**config.mk**
```make
export PLATFORM = sky130hd
export DESIGN_NAME = stopwatch_ctrl_flat
export DESIGN_NICKNAME = d
export VERILOG_FILES = /design/src/rtl/stopwatch_pkg.sv /design/src/rtl/stopwatch_if.sv /design/src/rtl/stopwatch_tick_prescaler.sv /design/src/rtl/stopwatch_ctrl.sv /design/src/flat_wrapper.sv
export SDC_FILE = /design/constraint.sdc
export NUM_CORES = 1
export LEC_CHECK = 0
export CELL_PAD_IN_SITES_DETAIL_PLACEMENT = 1
export CELL_PAD_IN_SITES_GLOBAL_PLACEMENT = 2
export CORE_MARGIN = 2
export CORE_UTILIZATION = 34
export CTS_CLUSTER_SIZE = 40
export DETAILED_ROUTE_END_ITERATION = 7
export PLACE_DENSITY_LB_ADDON = 0.1
export SLEW_MARGIN = 30
export SYNTH_ARGS = -nofsm -noshare
export SYNTH_HDL_FRONTEND = slang
export SYNTH_HIERARCHICAL = 1
export SYNTH_SLANG_ARGS = --single-unit
```
**constraint.sdc**
```tcl
create_clock -name clk100 -period 3.1 [get_ports clk100]
set_input_delay 0.465 -clock clk100 [delete_from_list [all_inputs] [get_ports clk100]]
set_output_delay 0.465 -clock clk100 [all_outputs]
set_load 0.005 [all_outputs]
```
**src/rtl/stopwatch_pkg.sv**
```systemverilog
// Shared definitions for the stopwatch controller: state encoding,
// button-priority decode values, count limit and BCD digit limits.
package stopwatch_pkg;

    typedef enum logic [1:0] {
        ST_IDLE  = 2'd0,
        ST_RUN   = 2'd1,
        ST_PAUSE = 2'd2,
        ST_DONE  = 2'd3
    } sw_state_e;

    // Result of the same-cycle button arbitration (clear > load > start > lap)
    typedef enum logic [2:0] {
        BTN_NONE  = 3'd0,
        BTN_CLEAR = 3'd1,
        BTN_LOAD  = 3'd2,
        BTN_START = 3'd3,
        BTN_LAP   = 3'd4
    } btn_e;

    localparam logic [15:0] SW_MAX_COUNT = 16'h5999;

    localparam logic [3:0] DIG_A_MAX = 4'd9;
    localparam logic [3:0] DIG_B_MAX = 4'd9;
    localparam logic [3:0] DIG_C_MAX = 4'd9;
    localparam logic [2:0] DIG_D_MAX = 3'd5;

    // True when every digit of the {d[2:0],c,b,a} preset is within its range
    function automatic logic bcd_load_ok(input logic [14:0] v);
        return (v[3:0]   <= DIG_A_MAX) &&
               (v[7:4]   <= DIG_B_MAX) &&
               (v[11:8]  <= DIG_C_MAX) &&
               (v[14:12] <= DIG_D_MAX);
    endfunction

endpackage

```
**src/rtl/stopwatch_if.sv**
```systemverilog
// Bundle of button, counter-chain and display signals around the stopwatch
// controller. The controller side uses the slave modport.
interface stopwatch_if;

    logic        btn_start;
    logic        btn_clear;
    logic        btn_load;
    logic        btn_lap;
    logic        dir;
    logic [14:0] load_value;
    logic [15:0] count_bcd;
    logic        tick_en;
    logic        cnt_clear;
    logic        cnt_load;
    logic [15:0] load_bcd;
    logic        load_err;
    logic        running;
    logic        lap_hold;
    logic [15:0] disp_bcd;
    logic [1:0]  state;

    modport master (
        output btn_start, btn_clear, btn_load, btn_lap, dir, load_value, count_bcd,
        input  tick_en, cnt_clear, cnt_load, load_bcd, load_err, running, lap_hold,
               disp_bcd, state
    );

    modport slave (
        input  btn_start, btn_clear, btn_load, btn_lap, dir, load_value, count_bcd,
        output tick_en, cnt_clear, cnt_load, load_bcd, load_err, running, lap_hold,
               disp_bcd, state
    );

endinterface

```
**src/rtl/stopwatch_tick_prescaler.sv**
```systemverilog
// Free-running divider for the count tick. o_tc is a registered flag that is
// high exactly while the counter sits at its terminal value TICK_DIV-1, so the
// controller can act on the terminal cycle itself.
module tick_prescaler #(
    parameter int unsigned TICK_DIV = 1_000_000,
    parameter int unsigned DIV_W    = 20
) (
    input  logic i_clk,
    input  logic i_rst_n,
    input  logic i_en,
    input  logic i_clr,
    output logic o_tc
);

    localparam logic [DIV_W-1:0] TERM = DIV_W'(TICK_DIV - 1);

    logic [DIV_W-1:0] r_cnt;
    logic [DIV_W-1:0] w_cnt_next;
    logic             r_tc;

    // Next counter value: wrap to zero after the terminal value
    always_comb begin
        w_cnt_next = r_cnt;
        if (r_cnt == TERM) begin
            w_cnt_next = {DIV_W{1'b0}};
        end else begin
            w_cnt_next = r_cnt + {{(DIV_W-1){1'b0}}, 1'b1};
        end
    end

    // Counter and terminal flag; clear beats enable, otherwise hold
    always_ff @(posedge i_clk or negedge i_rst_n) begin
        if (!i_rst_n) begin
            r_cnt <= {DIV_W{1'b0}};
            r_tc  <= 1'b0;
        end else if (i_clr) begin
            r_cnt <= {DIV_W{1'b0}};
            r_tc  <= (TERM == {DIV_W{1'b0}});
        end else if (i_en) begin
            r_cnt <= w_cnt_next;
            r_tc  <= (w_cnt_next == TERM);
        end else begin
            r_cnt <= r_cnt;
            r_tc  <= r_tc;
        end
    end

    assign o_tc = r_tc;

endmodule

```
**src/rtl/stopwatch_ctrl.sv**
```systemverilog
// Stopwatch control FSM: arbitrates the debounced buttons, sequences the BCD
// counter chain (tick/clear/load strobes), detects the count limit and holds a
// lap value for the display mux.
module stopwatch_ctrl
    import stopwatch_pkg::*;
#(
    parameter int unsigned TICK_DIV  = 1_000_000,
    parameter int unsigned DIV_W     = 20,
    parameter logic [15:0] MAX_COUNT = SW_MAX_COUNT
) (
    input  logic         clk100,
    input  logic         reset_n,
    stopwatch_if.slave   sw
);

    sw_state_e   r_state;
    logic        r_tick_en;
    logic        r_cnt_clear;
    logic        r_cnt_load;
    logic [15:0] r_load_bcd;
    logic        r_load_err;
    logic        r_running;
    logic        r_lap_hold;
    logic [15:0] r_lap_reg;

    btn_e        w_btn;
    logic        w_load_ok;
    logic [15:0] w_limit;
    logic        w_presc_en;
    logic        w_presc_clr;
    logic        w_tc;

    // Same-cycle button arbitration: only the highest-priority press acts
    always_comb begin
        w_btn = BTN_NONE;
        if (sw.btn_clear) begin
            w_btn = BTN_CLEAR;
        end else if (sw.btn_load) begin
            w_btn = BTN_LOAD;
        end else if (sw.btn_start) begin
            w_btn = BTN_START;
        end else if (sw.btn_lap) begin
            w_btn = BTN_LAP;
        end else begin
            w_btn = BTN_NONE;
        end
    end

    // Limit depends on direction; checked against the live count at terminal count
    always_comb begin
        w_load_ok = bcd_load_ok(sw.load_value);
        if (sw.dir) begin
            w_limit = 16'h0000;
        end else begin
            w_limit = MAX_COUNT;
        end
    end

    // Prescaler runs only in RUN and stops on the cycle a pause or clear is taken;
    // it is kept at zero outside RUN/PAUSE so a fresh start begins a full period
    always_comb begin
        w_presc_en  = 1'b0;
        w_presc_clr = 1'b0;
        case (r_state)
            ST_RUN: begin
                w_presc_en  = (w_btn != BTN_CLEAR) && (w_btn != BTN_START);
                w_presc_clr = (w_btn == BTN_CLEAR);
            end
            ST_PAUSE: begin
                w_presc_en  = 1'b0;
                w_presc_clr = 1'b0;
            end
            default: begin
                w_presc_en  = 1'b0;
                w_presc_clr = 1'b1;
            end
        endcase
    end

    tick_prescaler #(
        .TICK_DIV (TICK_DIV),
        .DIV_W    (DIV_W)
    ) u_prescaler (
        .i_clk   (clk100),
        .i_rst_n (reset_n),
        .i_en    (w_presc_en),
        .i_clr   (w_presc_clr),
        .o_tc    (w_tc)
    );

    // Main FSM with registered strobes, lap register and load checker
    always_ff @(posedge clk100 or negedge reset_n) begin
        if (!reset_n) begin
            r_state     <= ST_IDLE;
            r_tick_en   <= 1'b0;
            r_cnt_clear <= 1'b0;
            r_cnt_load  <= 1'b0;
            r_load_bcd  <= 16'h0000;
            r_load_err  <= 1'b0;
            r_running   <= 1'b0;
            r_lap_hold  <= 1'b0;
            r_lap_reg   <= 16'h0000;
        end else begin
            r_tick_en   <= 1'b0;
            r_cnt_clear <= 1'b0;
            r_cnt_load  <= 1'b0;
            r_load_err  <= 1'b0;
            case (r_state)
                ST_RUN: begin
                    case (w_btn)
                        BTN_CLEAR: begin
                            r_cnt_clear <= 1'b1;
                            r_lap_hold  <= 1'b0;
                        end
                        BTN_START: begin
                            r_state   <= ST_PAUSE;
                            r_running <= 1'b0;
                        end
                        default: begin
                            // load is ignored while running; lap toggles capture
                            if (w_btn == BTN_LAP) begin
                                if (r_lap_hold) begin
                                    r_lap_hold <= 1'b0;
                                end else begin
                                    r_lap_reg  <= sw.count_bcd;
                                    r_lap_hold <= 1'b1;
                                end
                            end
                            if (w_tc) begin
                                if (sw.count_bcd == w_limit) begin
                                    r_state   <= ST_DONE;
                                    r_running <= 1'b0;
                                end else begin
                                    r_tick_en <= 1'b1;
                                end
                            end
                        end
                    endcase
                end
                ST_IDLE, ST_PAUSE, ST_DONE: begin
                    case (w_btn)
                        BTN_CLEAR: begin
                            r_cnt_clear <= 1'b1;
                            r_lap_hold  <= 1'b0;
                            r_state     <= ST_IDLE;
                            r_running   <= 1'b0;
                        end
                        BTN_LOAD: begin
                            if (w_load_ok) begin
                                r_cnt_load <= 1'b1;
                                r_load_bcd <= {1'b0, sw.load_value};
                                r_lap_hold <= 1'b0;
                                r_state    <= ST_IDLE;
                                r_running  <= 1'b0;
                            end else begin
                                r_load_err <= 1'b1;
                            end
                        end
                        BTN_START: begin
                            // DONE only leaves via clear or load
                            if (r_state != ST_DONE) begin
                                r_state   <= ST_RUN;
                                r_running <= 1'b1;
                            end
                        end
                        BTN_LAP: begin
                            if (r_lap_hold) begin
                                r_lap_hold <= 1'b0;
                            end
                        end
                        default: begin
                            r_state <= r_state;
                        end
                    endcase
                end
                default: begin
                    r_state   <= ST_IDLE;
                    r_running <= 1'b0;
                end
            endcase
        end
    end

    assign sw.tick_en   = r_tick_en;
    assign sw.cnt_clear = r_cnt_clear;
    assign sw.cnt_load  = r_cnt_load;
    assign sw.load_bcd  = r_load_bcd;
    assign sw.load_err  = r_load_err;
    assign sw.running   = r_running;
    assign sw.lap_hold  = r_lap_hold;
    assign sw.state     = r_state;
    assign sw.disp_bcd  = r_lap_hold ? r_lap_reg : sw.count_bcd;

endmodule
```
**src/flat_wrapper.sv**
```systemverilog
// flat-port wrapper written by rule: the top's interface ports become plain ports
module stopwatch_ctrl_flat import stopwatch_pkg::*;
#(
    parameter int unsigned TICK_DIV  = 1_000_000,
    parameter int unsigned DIV_W     = 20,
    parameter logic [15:0] MAX_COUNT = SW_MAX_COUNT
)
  (clk100, reset_n, sw_btn_start, sw_btn_clear, sw_btn_load, sw_btn_lap, sw_dir, sw_load_value, sw_count_bcd, sw_tick_en, sw_cnt_clear, sw_cnt_load, sw_load_bcd, sw_load_err, sw_running, sw_lap_hold, sw_disp_bcd, sw_state);
  stopwatch_if sw_i ();
  input  logic clk100;
  input  logic reset_n;
  input wire logic [$bits(sw_i.btn_start)-1:0] sw_btn_start;
  input wire logic [$bits(sw_i.btn_clear)-1:0] sw_btn_clear;
  input wire logic [$bits(sw_i.btn_load)-1:0] sw_btn_load;
  input wire logic [$bits(sw_i.btn_lap)-1:0] sw_btn_lap;
  input wire logic [$bits(sw_i.dir)-1:0] sw_dir;
  input wire logic [$bits(sw_i.load_value)-1:0] sw_load_value;
  input wire logic [$bits(sw_i.count_bcd)-1:0] sw_count_bcd;
  output wire logic [$bits(sw_i.tick_en)-1:0] sw_tick_en;
  output wire logic [$bits(sw_i.cnt_clear)-1:0] sw_cnt_clear;
  output wire logic [$bits(sw_i.cnt_load)-1:0] sw_cnt_load;
  output wire logic [$bits(sw_i.load_bcd)-1:0] sw_load_bcd;
  output wire logic [$bits(sw_i.load_err)-1:0] sw_load_err;
  output wire logic [$bits(sw_i.running)-1:0] sw_running;
  output wire logic [$bits(sw_i.lap_hold)-1:0] sw_lap_hold;
  output wire logic [$bits(sw_i.disp_bcd)-1:0] sw_disp_bcd;
  output wire logic [$bits(sw_i.state)-1:0] sw_state;
  assign sw_i.btn_start = sw_btn_start;
  assign sw_i.btn_clear = sw_btn_clear;
  assign sw_i.btn_load = sw_btn_load;
  assign sw_i.btn_lap = sw_btn_lap;
  assign sw_i.dir = sw_dir;
  assign sw_i.load_value = sw_load_value;
  assign sw_i.count_bcd = sw_count_bcd;
  assign sw_tick_en = sw_i.tick_en;
  assign sw_cnt_clear = sw_i.cnt_clear;
  assign sw_cnt_load = sw_i.cnt_load;
  assign sw_load_bcd = sw_i.load_bcd;
  assign sw_load_err = sw_i.load_err;
  assign sw_running = sw_i.running;
  assign sw_lap_hold = sw_i.lap_hold;
  assign sw_disp_bcd = sw_i.disp_bcd;
  assign sw_state = sw_i.state;
  stopwatch_ctrl #(.TICK_DIV(TICK_DIV), .DIV_W(DIV_W), .MAX_COUNT(MAX_COUNT)) u_core (.clk100(clk100), .reset_n(reset_n), .sw(sw_i));
endmodule
```
* Yosys cells after proc, flatten, opt, wreduce, memory -nomap -nowiden
Index checks and enable logic that the tools add are counted.
** Storage, ports and cells
- Bits in registers :: 60
- Bits of input ports :: 38
- Output and inout bits :: 40
- Word-level logic and storage cells :: 97
** Cells by class
- $add $sub $neg :: 1
- Order comparisons :: 4
- Equality and inequality tests :: 22
- Mux-type cells :: 44
- Bitwise gates (word level) :: 1
- Reduce and logical (&&, ||, !) cells :: 14
** Operator list (number)
- $mux W20 :: 3
- $eq A20 B20 Y1 const B :: 2
- $mux W1 :: 21
- $add A20 B1 Y20 const B :: 1
- $eq A16 B15 Y1 :: 1
- $mux W16 :: 1
- $mux W15 :: 1
- $le A4 B4 Y1 const B :: 3
- $mux W3 :: 4
- $ne A3 B2 Y1 const B :: 4
- $pmux W1 S2 :: 6
- $ne A3 B1 Y1 const B :: 3
- $mux W2 :: 4
- $pmux W2 S2 :: 2
- $eq A3 B2 Y1 const B :: 2
- $ne A2 B2 Y1 const B :: 3
- $pmux W2 S3 :: 1
- $reduce_and A3 Y1 :: 2
- $reduce_and A6 Y1 :: 1
- $eq A2 B2 Y1 const B :: 2
- $logic_and A1 B1 Y1 :: 4
- $ne A4 B3 Y1 const B :: 1
- $reduce_and A4 Y1 :: 1
- $reduce_or A2 Y1 :: 2
- 11 further kinds :: 11

* Depth between registers and ports, before layout
Gate-level depths: netlist (run 1).
- Depth in word-level cells :: 9
- Gate-level depth with buffers :: 10

* By module
Netlist (run 1), hierarchy kept.
** Modules (own cells, without submodules)
- stopwatch_ctrl :: instances 1, cells an instance 154, area an instance 1913.1 um^2, seq. area each 975.9 um^2
- tick_prescaler :: instances 1, cells an instance 179, area an instance 1480.2 um^2, seq. area each 525.5 um^2

* Worst setup path before layout (run 1)
Ideal clock, no wire load.
- Path type :: input to register
- Start point :: input sw_count_bcd[5]
- End point :: register u_core.r_state[0], in the netlist u_core/sw.state[0]
- Setup time :: 131 ps
- Arrival time :: 1942 ps
- Required time :: 2969 ps
- Path slack :: 1027 ps
- Stages on the path :: 5
- Path buffers :: 0
- Path through :: or4_4 or3_1 a211oi_2 nor3_1 or3_1
** On the way
- Cells in the longest elaborated chain, start to end :: 3
** RTL lines
- start: declaration :: RTL line flat_wrapper.sv:18 : input wire logic [$bits(sw_i.count_bcd)-1:0] sw_count_bcd;
- $eq A16 B15 Y1 :: RTL line stopwatch_ctrl.sv:130 : if (sw.count_bcd == w_limit) begin
- $ne A3 B1 Y1 (no source line)
- $reduce_and A6 Y1 (no source line)
- end signal: assignment :: RTL line stopwatch_ctrl.sv:172 : r_state <= r_state;
- end: declaration :: RTL line stopwatch_ctrl.sv:16 : sw_state_e r_state;
No other way between the ends.
A chain may end at the register's enable or synchronous reset.

* Worst setup path after layout (run 1)
- Start point :: register u_core.r_lap_hold, in the netlist u_core/sw.lap_hold
- End point :: output sw_disp_bcd[12]
** On the way
- Cells in the longest elaborated chain, start to end :: 1
** RTL lines
- start: declaration :: RTL line stopwatch_ctrl.sv:23 : logic r_lap_hold;
- start signal: assignment :: RTL line stopwatch_ctrl.sv:101 : r_lap_hold <= 1'b0;
- start signal: assignment :: RTL line stopwatch_ctrl.sv:113 : r_lap_hold <= 1'b0;
- start signal: assignment :: RTL line stopwatch_ctrl.sv:123 : r_lap_hold <= 1'b0;
- $mux W16 :: RTL line stopwatch_ctrl.sv:192 : assign sw.disp_bcd = r_lap_hold ? r_lap_reg : sw.count_bcd;
- end: declaration :: RTL line flat_wrapper.sv:26 : output wire logic [$bits(sw_i.disp_bcd)-1:0] sw_disp_bcd;
No other way between the ends.

==> metrics, run 1 <==
synthesized-area fraction occupied by and/or/nand/nor cells=22.4%; end of the worst register-to-register path=u_core/u_prescaler/r_cnt[5]$_DFFE_PN0P_; placer's final routability congestion estimate=0.789; number of hold violations in the final report=0; startpoint class of the critical path=flop; Overflow after GRT=0; register share of total power=42.0%; count of final setup violators=0; Synth Area in XOR/XNOR=2.32%; starting utilization of the core area=34.9%; library cell with the highest instance count after synthesis=sky130_fd_sc_hd__dfrtp_1; mux contribution to synthesized area=16.8%; async set-or-reset flop fraction in the synthesized netlist=100%; library cell occupying the most area in the post-synthesis netlist=sky130_fd_sc_hd__dfrtp_1; CTS resizes=0; reported leakage power=0.00178 µW; Period Utilization, post-route=81.7%; Vias=2821; clock tree skew after final layout=0.00818 ns; switching share of power=27.9%; count of different cell masters after synthesis=54; routed via count divided by cell count=5.17; slew at the pin closest to its max-slew limit=0.763 ns; total net switching power=711 µW; Pint=1840 µW; core utilization of the finished layout=45.9%; detailed router's first-iteration violation count=92; number of instances in the synthesized netlist=333; post-synthesis sequential element count=60; net count reported at finish=449; Tightest Hold Check Type=in2async; area share of fa/ha/maj cells after synthesis=1.11%; Max rail drop VDD=222 µV; worst hold slack across all endpoints=0.174 ns; endpoint arrival time on the critical path=2.07 ns; die span in y=104 µm; count of input and output buffers=76; overall die width=104 µm; largest net degree at the start of global routing=33; RSZ-0062 raised after global routing=no; Clock Tree Root=sky130_fd_sc_hd__clkbuf_8; Fin Setup TNS=0 ns; synthesized net count=374; Final ANT Viol Nets=0; number of warnings reported in the yosys synthesis log=6; Post-CTS Setup Bufs=0; number of antenna violations at the first check in global routing=0; total power density per cell area=571 nW/µm²; largest cells by area after synthesis=sky130_fd_sc_hd__dfrtp_1 44%, sky130_fd_sc_hd__mux2_2 16%, sky130_fd_sc_hd__o21ai_0 3.7%; Worst Path Class, Setup=reg2out; Netlist Area Pre-Place=3390 µm²; result of the run=complete, no violations; Slew Viols, Final=0; area fraction of the dominant cell type after synthesis=44.2%; R2R depth=9; number of flip-flops under the largest register name=20; clock insertion delay at the later pin of the skew report=0.34 ns; primary flip-flop cell chosen by synthesis mapping=sky130_fd_sc_hd__dfrtp_1; highest clock frequency the design can meet=0.395 GHz; fill count=1108; share of the synthesized area in compound gates (AO/OA/AOI/OAI)=9.70%; Worst Setup End Kind=output port; Worst R2R Setup Slack=0.86 ns; TritonCTS Buffers=9; WL/cell=16.7 µm; main combinational cell family by area after synthesis=simple AND/OR/NAND/NOR gates; number of H-tree branching levels=3; sequential share of the synthesized area=44.2%; number of optimization iterations in the first detailed-route pass=4; Top Ports=78; dpl hpwl=6800 µm; number of buffers added to fix hold violations after cts=0; largest fanout on the critical path=19; clock tree from TritonCTS=done; area of the die=10800 µm²; Sinks on Clock Net=60; fraction of final layout cells sized beyond drive strength 1=19.9%; shortest clock period the worst path allows after layout=2.53 ns; site row count=36; clock tree buffer depth=2; critical path data required time=2.63 ns; EDFF count, synth=0; combined global-route utilization of all metal layers=17.6%; area overhead of the layout relative to synthesis=31.7%; share of total power in combinational logic=32.6%; list of most frequent post-synthesis cells=60 x sky130_fd_sc_hd__dfrtp_1, 47 x sky130_fd_sc_hd__mux2_2, 27 x sky130_fd_sc_hd__nand2_1; ANT cells=0; max-cap violation count=0; core area=9730 µm²; DRC violations left=0; Avg Inst Size Synth=10.2 µm²; via count of the first global-routing pass=2965; clock transition at the registers of the reported paths=0.08 ns; worst slew margin relative to its limit=49.1%; Total Wirelength=9120 µm; global-route wire length before repair=15400 µm; worst r2r src=u_core/sw.state[1]$_DFFE_PN0P_; clock power share=25.5%
-- per-layer routing --
metal / global-route usage (%) / vias up / wire length (µm)
met4: 4.92 / 0 / 76
met5: 0 / - / 0
met1: 22.4 / 1403 / 4270
li1: - / 1359 / -
met3: 3.63 / 6 / 325
met2: 30.4 / 53 / 4450
-- stage by stage --
step | power (µW) | setup WS [ns] | area (µm²) | std cells
after detailed placement | 1930 | 0.464 | 4290 | 530
after floorplan | 1440 | 1.03 | 3390 | 333
after CTS | 2600 | 0.526 | 4470 | 546
final | 2550 | 0.567 | 4470 | 546
after global placement | 1910 | 0.506 | 4290 | 530
after global routing | 2710 | 0.457 | 4470 | 546
-- logic make-up after synthesis --
kind of cell,Yosys count
AND/OR/NAND/NOR,127
flip-flops,60
AO/OA/AOI/OAI,57
multiplexers,51
buffers and inverters,25
XOR/XNOR,9
adder cells (fa/ha/maj),3
other,1
-- how the worst max path moves through the flow --
stage / start / end / cells after the start
after floorplan: sw_count_bcd[5] / u_core/sw.state[0]$_DFFE_PN0P_ / 5
after global placement: sw_count_bcd[5] / u_core/sw.state[0]$_DFFE_PN0P_ / 6
after detailed placement: sw_btn_load / u_core/u_prescaler/r_cnt[5]$_DFFE_PN0P_ / 8
after CTS: u_core/sw.lap_hold$_DFFE_PN0P_ / sw_disp_bcd[12] / 2
after global routing: u_core/sw.lap_hold$_DFFE_PN0P_ / sw_disp_bcd[12] / 2
final: u_core/sw.lap_hold$_DFFE_PN0P_ / sw_disp_bcd[12] / 2
-- power by group through the flow --
stage	combinational, µW	clock (µW)	sequential [µW]
2_1_floorplan	415	0	1030
3_3_place_gp	832	0	1080
3_5_place_dp	845	0	1090
4_1_cts	847	679	1070
5_1_grt	902	708	1100
6_report	831	651	1070
-- layout make-up --
type                            count  area, µm²  share of cell area [%]
Clock buffer                       12        155                    3.47
Clock inverter                      4       23.8                   0.532
Inverter                            6       22.5                   0.504
Multi-Input combinational cell    248       1780                    39.8
Sequential cell                    60       1500                    33.6
Tap cell                          133        166                    3.72
Timing Repair Buffer               83        821                    18.4
-- worst max-delay path, stage by stage, from the launching register on --
cell	delay, ns
sky130_fd_sc_hd__dfrtp_1	0.84
sky130_fd_sc_hd__mux2_2	0.42
sky130_fd_sc_hd__clkdlybuf4s50_1	0.47
-- cell usage in the layout (no fill, tap or decap), types with 2 or more instances in the layout --
master | Yosys | final
sky130_fd_sc_hd__a211oi_1 | 2 | 2
sky130_fd_sc_hd__a21oi_1 | 14 | 14
sky130_fd_sc_hd__a31oi_1 | 2 | 2
sky130_fd_sc_hd__and2_1 | 4 | 4
sky130_fd_sc_hd__and3_1 | 2 | 2
sky130_fd_sc_hd__and4b_1 | 2 | 2
sky130_fd_sc_hd__buf_4 | 2 | 6
sky130_fd_sc_hd__clkbuf_8 | 0 | 11
sky130_fd_sc_hd__clkdlybuf4s50_1 | 0 | 75
sky130_fd_sc_hd__clkinv_2 | 0 | 3
sky130_fd_sc_hd__dfrtp_1 | 60 | 60
sky130_fd_sc_hd__ha_1 | 3 | 3
sky130_fd_sc_hd__inv_1 | 5 | 5
sky130_fd_sc_hd__mux2_2 | 47 | 47
sky130_fd_sc_hd__mux2i_1 | 3 | 3
sky130_fd_sc_hd__nand2_1 | 27 | 27
sky130_fd_sc_hd__nand2b_1 | 4 | 4
sky130_fd_sc_hd__nand3_1 | 6 | 6
sky130_fd_sc_hd__nand3_2 | 2 | 2
sky130_fd_sc_hd__nand4_1 | 12 | 12
sky130_fd_sc_hd__nor2_1 | 20 | 20
sky130_fd_sc_hd__nor2b_1 | 6 | 6
sky130_fd_sc_hd__nor3_1 | 10 | 10
sky130_fd_sc_hd__nor3b_1 | 2 | 2
sky130_fd_sc_hd__nor4_1 | 5 | 5
sky130_fd_sc_hd__nor4_4 | 2 | 2
sky130_fd_sc_hd__o211ai_1 | 2 | 2
sky130_fd_sc_hd__o21ai_0 | 25 | 25
sky130_fd_sc_hd__o21ai_1 | 2 | 2
sky130_fd_sc_hd__o31ai_1 | 6 | 6
sky130_fd_sc_hd__or3_1 | 7 | 7
sky130_fd_sc_hd__or3b_1 | 2 | 2
sky130_fd_sc_hd__or4_1 | 2 | 2
sky130_fd_sc_hd__xnor2_1 | 4 | 4
sky130_fd_sc_hd__xor2_1 | 5 | 5
Power figures use the tool's default switching activity.
==> inputs of run 2 (changes only) <==
--- a/config.mk
+++ b/config.mk
@@ -8,7 +8,7 @@
 export CELL_PAD_IN_SITES_DETAIL_PLACEMENT = 1
 export CELL_PAD_IN_SITES_GLOBAL_PLACEMENT = 2
 export CORE_MARGIN = 2
-export CORE_UTILIZATION = 34
+export CORE_UTILIZATION = 31
 export CTS_CLUSTER_SIZE = 40
 export DETAILED_ROUTE_END_ITERATION = 7
 export PLACE_DENSITY_LB_ADDON = 0.1
==> constraint.sdc (replaced) <==
create_clock -name clk100 -period 2.35 [get_ports clk100]
set_input_delay 0.3525 -clock clk100 [delete_from_list [all_inputs] [get_ports clk100]]
set_output_delay 0.3525 -clock clk100 [all_outputs]
set_load 0.005 [all_outputs]
==> run 2 against run 1 <==
Compared with the run above:
- power grew 41%
- global-route usage is 0.27 points lower
- clock power is 60% higher
- die area grew 9.3%
- register-to-register slack got worse by 0.67 ns
- critical path depth rose by 1
- combinational power is 43% higher
- critical path type unchanged
- largest power group unchanged
==> metrics, run 2 (synthesis gave the netlist of run 1 again) <==
core utilization of the finished layout=43.3% (was 45.9%); Worst Path Class, Setup=reg2out (unchanged); dpl hpwl=7140 µm (was 6800 µm); number of H-tree branching levels=3 (unchanged); count of input and output buffers=76 (unchanged); startpoint class of the critical path=flop (unchanged); Vias=2921 (was 2821); clock insertion delay at the later pin of the skew report=0.35 ns (was 0.34 ns); Top Ports=78 (unchanged); number of antenna violations at the first check in global routing=0 (unchanged); Sinks on Clock Net=60 (unchanged); placer's final routability congestion estimate=0.782 (was 0.789); highest clock frequency the design can meet=0.457 GHz; Max rail drop VDD=358 µV (was 222 µV); critical path data required time=2.00 ns (was 2.63 ns); DRC violations left=0 (unchanged); largest net degree at the start of global routing=27 (was 33); Worst R2R Setup Slack=0.19 ns (was 0.86 ns); via count of the first global-routing pass=3018 (was 2965); total power density per cell area=771 nW/µm² (was 571 nW/µm²); number of optimization iterations in the first detailed-route pass=4 (unchanged); overall die width=109 µm (was 104 µm); clock tree skew after final layout=0.00729 ns (was 0.00818 ns); ANT cells=0 (unchanged); worst hold slack across all endpoints=0.425 ns (was 0.174 ns); RSZ-0062 raised after global routing=no (unchanged); combined global-route utilization of all metal layers=17.3% (was 17.6%); largest fanout on the critical path=17 (was 19); clock transition at the registers of the reported paths=0.08 ns (about the same); Clock Tree Root=sky130_fd_sc_hd__clkbuf_8 (unchanged); Worst Setup End Kind=output port (unchanged); TritonCTS Buffers=9 (unchanged); shortest clock period the worst path allows after layout=2.19 ns; worst slew margin relative to its limit=63.8% (was 49.1%); number of hold violations in the final report=0 (unchanged); reported leakage power=0.00188 µW (was 0.00178 µW); max-cap violation count=0 (unchanged); Overflow after GRT=0 (unchanged); Final ANT Viol Nets=0 (unchanged); commonest non-fill, non-tap cells in the layout=75 x sky130_fd_sc_hd__clkdlybuf4s50_1, 60 x sky130_fd_sc_hd__dfrtp_1, 47 x sky130_fd_sc_hd__mux2_2 (unchanged); core area=10700 µm² (was 9730 µm²); most frequent standard cell in the layout excluding fill and tap cells=sky130_fd_sc_hd__clkdlybuf4s50_1 (unchanged); detailed router's first-iteration violation count=71 (was 92); global-route wire length before repair=15900 µm (was 15400 µm); die span in y=109 µm (was 104 µm); Slew Viols, Final=0 (unchanged); number of flip-flops under the largest register name=20 (unchanged); count of final setup violators=0 (unchanged); endpoint arrival time on the critical path=1.83 ns (was 2.07 ns); routed via count divided by cell count=5.12 (was 5.17); fill count=1235 (was 1108); slew at the pin closest to its max-slew limit=0.539 ns (was 0.763 ns); result of the run=complete, no violations (unchanged); Tightest Hold Check Type=in2async (unchanged); area overhead of the layout relative to synthesis=37.0% (was 31.7%); WL/cell=16.6 µm (was 16.7 µm); net count reported at finish=466 (was 449); area of the die=11800 µm² (was 10800 µm²); clock tree buffer depth=2 (unchanged); R2R depth=5 (was 9); Total Wirelength=9440 µm (was 9120 µm); clock tree from TritonCTS=done (unchanged); fraction of final layout cells sized beyond drive strength 1=23.7% (was 19.9%); starting utilization of the core area=31.6% (was 34.9%); site row count=38 (was 36); Period Utilization, post-route=93.0%
[run 2: changes by cell type in the layout (fill, tap and decap cells not counted), sizes merged]
cell	delta
buf	+16
clkbuf	-3
bufinv	+2
clkinvlp	+1
dlygate4sd3	+1
[run 2: final timing paths]
| check | start | endpoint |
|---|---|---|
| hold reg to reg | u_core/r_lap_reg[4]$_DFFE_PN0P_ | u_core/r_lap_reg[4]$_DFFE_PN0P_ |
| hold / removal | reset_n | u_core/sw.cnt_load$_DFF_PN0_ |
| min in group clk100 | u_core/r_lap_reg[4]$_DFFE_PN0P_ | u_core/r_lap_reg[4]$_DFFE_PN0P_ |
| setup / recovery | u_core/sw.lap_hold$_DFFE_PN0P_ | sw_disp_bcd[12] |
| setup reg to reg | u_core/u_prescaler/r_cnt[1]$_DFFE_PN0P_ | u_core/u_prescaler/r_cnt[16]$_DFFE_PN0P_ |
| max in group asynchronous | reset_n | u_core/u_prescaler/r_cnt[12]$_DFFE_PN0P_ |
[run 2: final cells by class]
type | count | area [µm²] | area share [%]
well taps | 140 | 175 | 3.77
repair buffers | 100 | 938 | 20.2
multi-input cells | 248 | 1800 | 38.6
flip-flops and latches | 60 | 1500 | 32.3
clock inverters | 7 | 91.3 | 1.96
clock buffers | 9 | 124 | 2.66
inverters | 6 | 22.5 | 0.484
[run 2: metrics by stage]
step                      area, µm²  cells  power [µW]  setup TNS [ns]  worst slack, ns
after detailed placement       4410    553        2580          -0.161           -0.161
after global placement         4410    553        2550          -0.124           -0.124
after global routing           4650    570        3820               0           0.0514
final                          4650    570        3590               0            0.164
after CTS                      4640    570        3650               0            0.127
after floorplan                3390    333        1900               0            0.320
[run 2: what timing repair did]
action	4_1_cts	5_1_grt
hold buffers	1	0
endpoints found under the hold margin	13	0
buffers inserted	0	0
setup endpoints to repair	0	1
resized for setup	0	2
[run 2: report_power, final]
group / switching, µW / total, µW / internal [µW]
registers: 106 / 1360 / 1250
logic: 425 / 1190 / 768
clock network: 445 / 1040 / 593
total: 976 / 3590 / 2610
[run 2: worst max-delay path, stage by stage (launching register included)]
cell	delay [ns]
sky130_fd_sc_hd__dfrtp_1	0.38
sky130_fd_sc_hd__buf_4	0.27
sky130_fd_sc_hd__mux2_2	0.38
sky130_fd_sc_hd__clkdlybuf4s50_1	0.47
[run 2: layer usage]
layer / vias to the layer above / global-route usage [%] / part of all wire [%]
li1: 1405 / - / -
met3: 12 / 3.59 / 3.9
met5: - / 0 / 0
met1: 1453 / 22.9 / 46
met2: 51 / 27.9 / 48
met4: 0 / 6.50 / 1.5
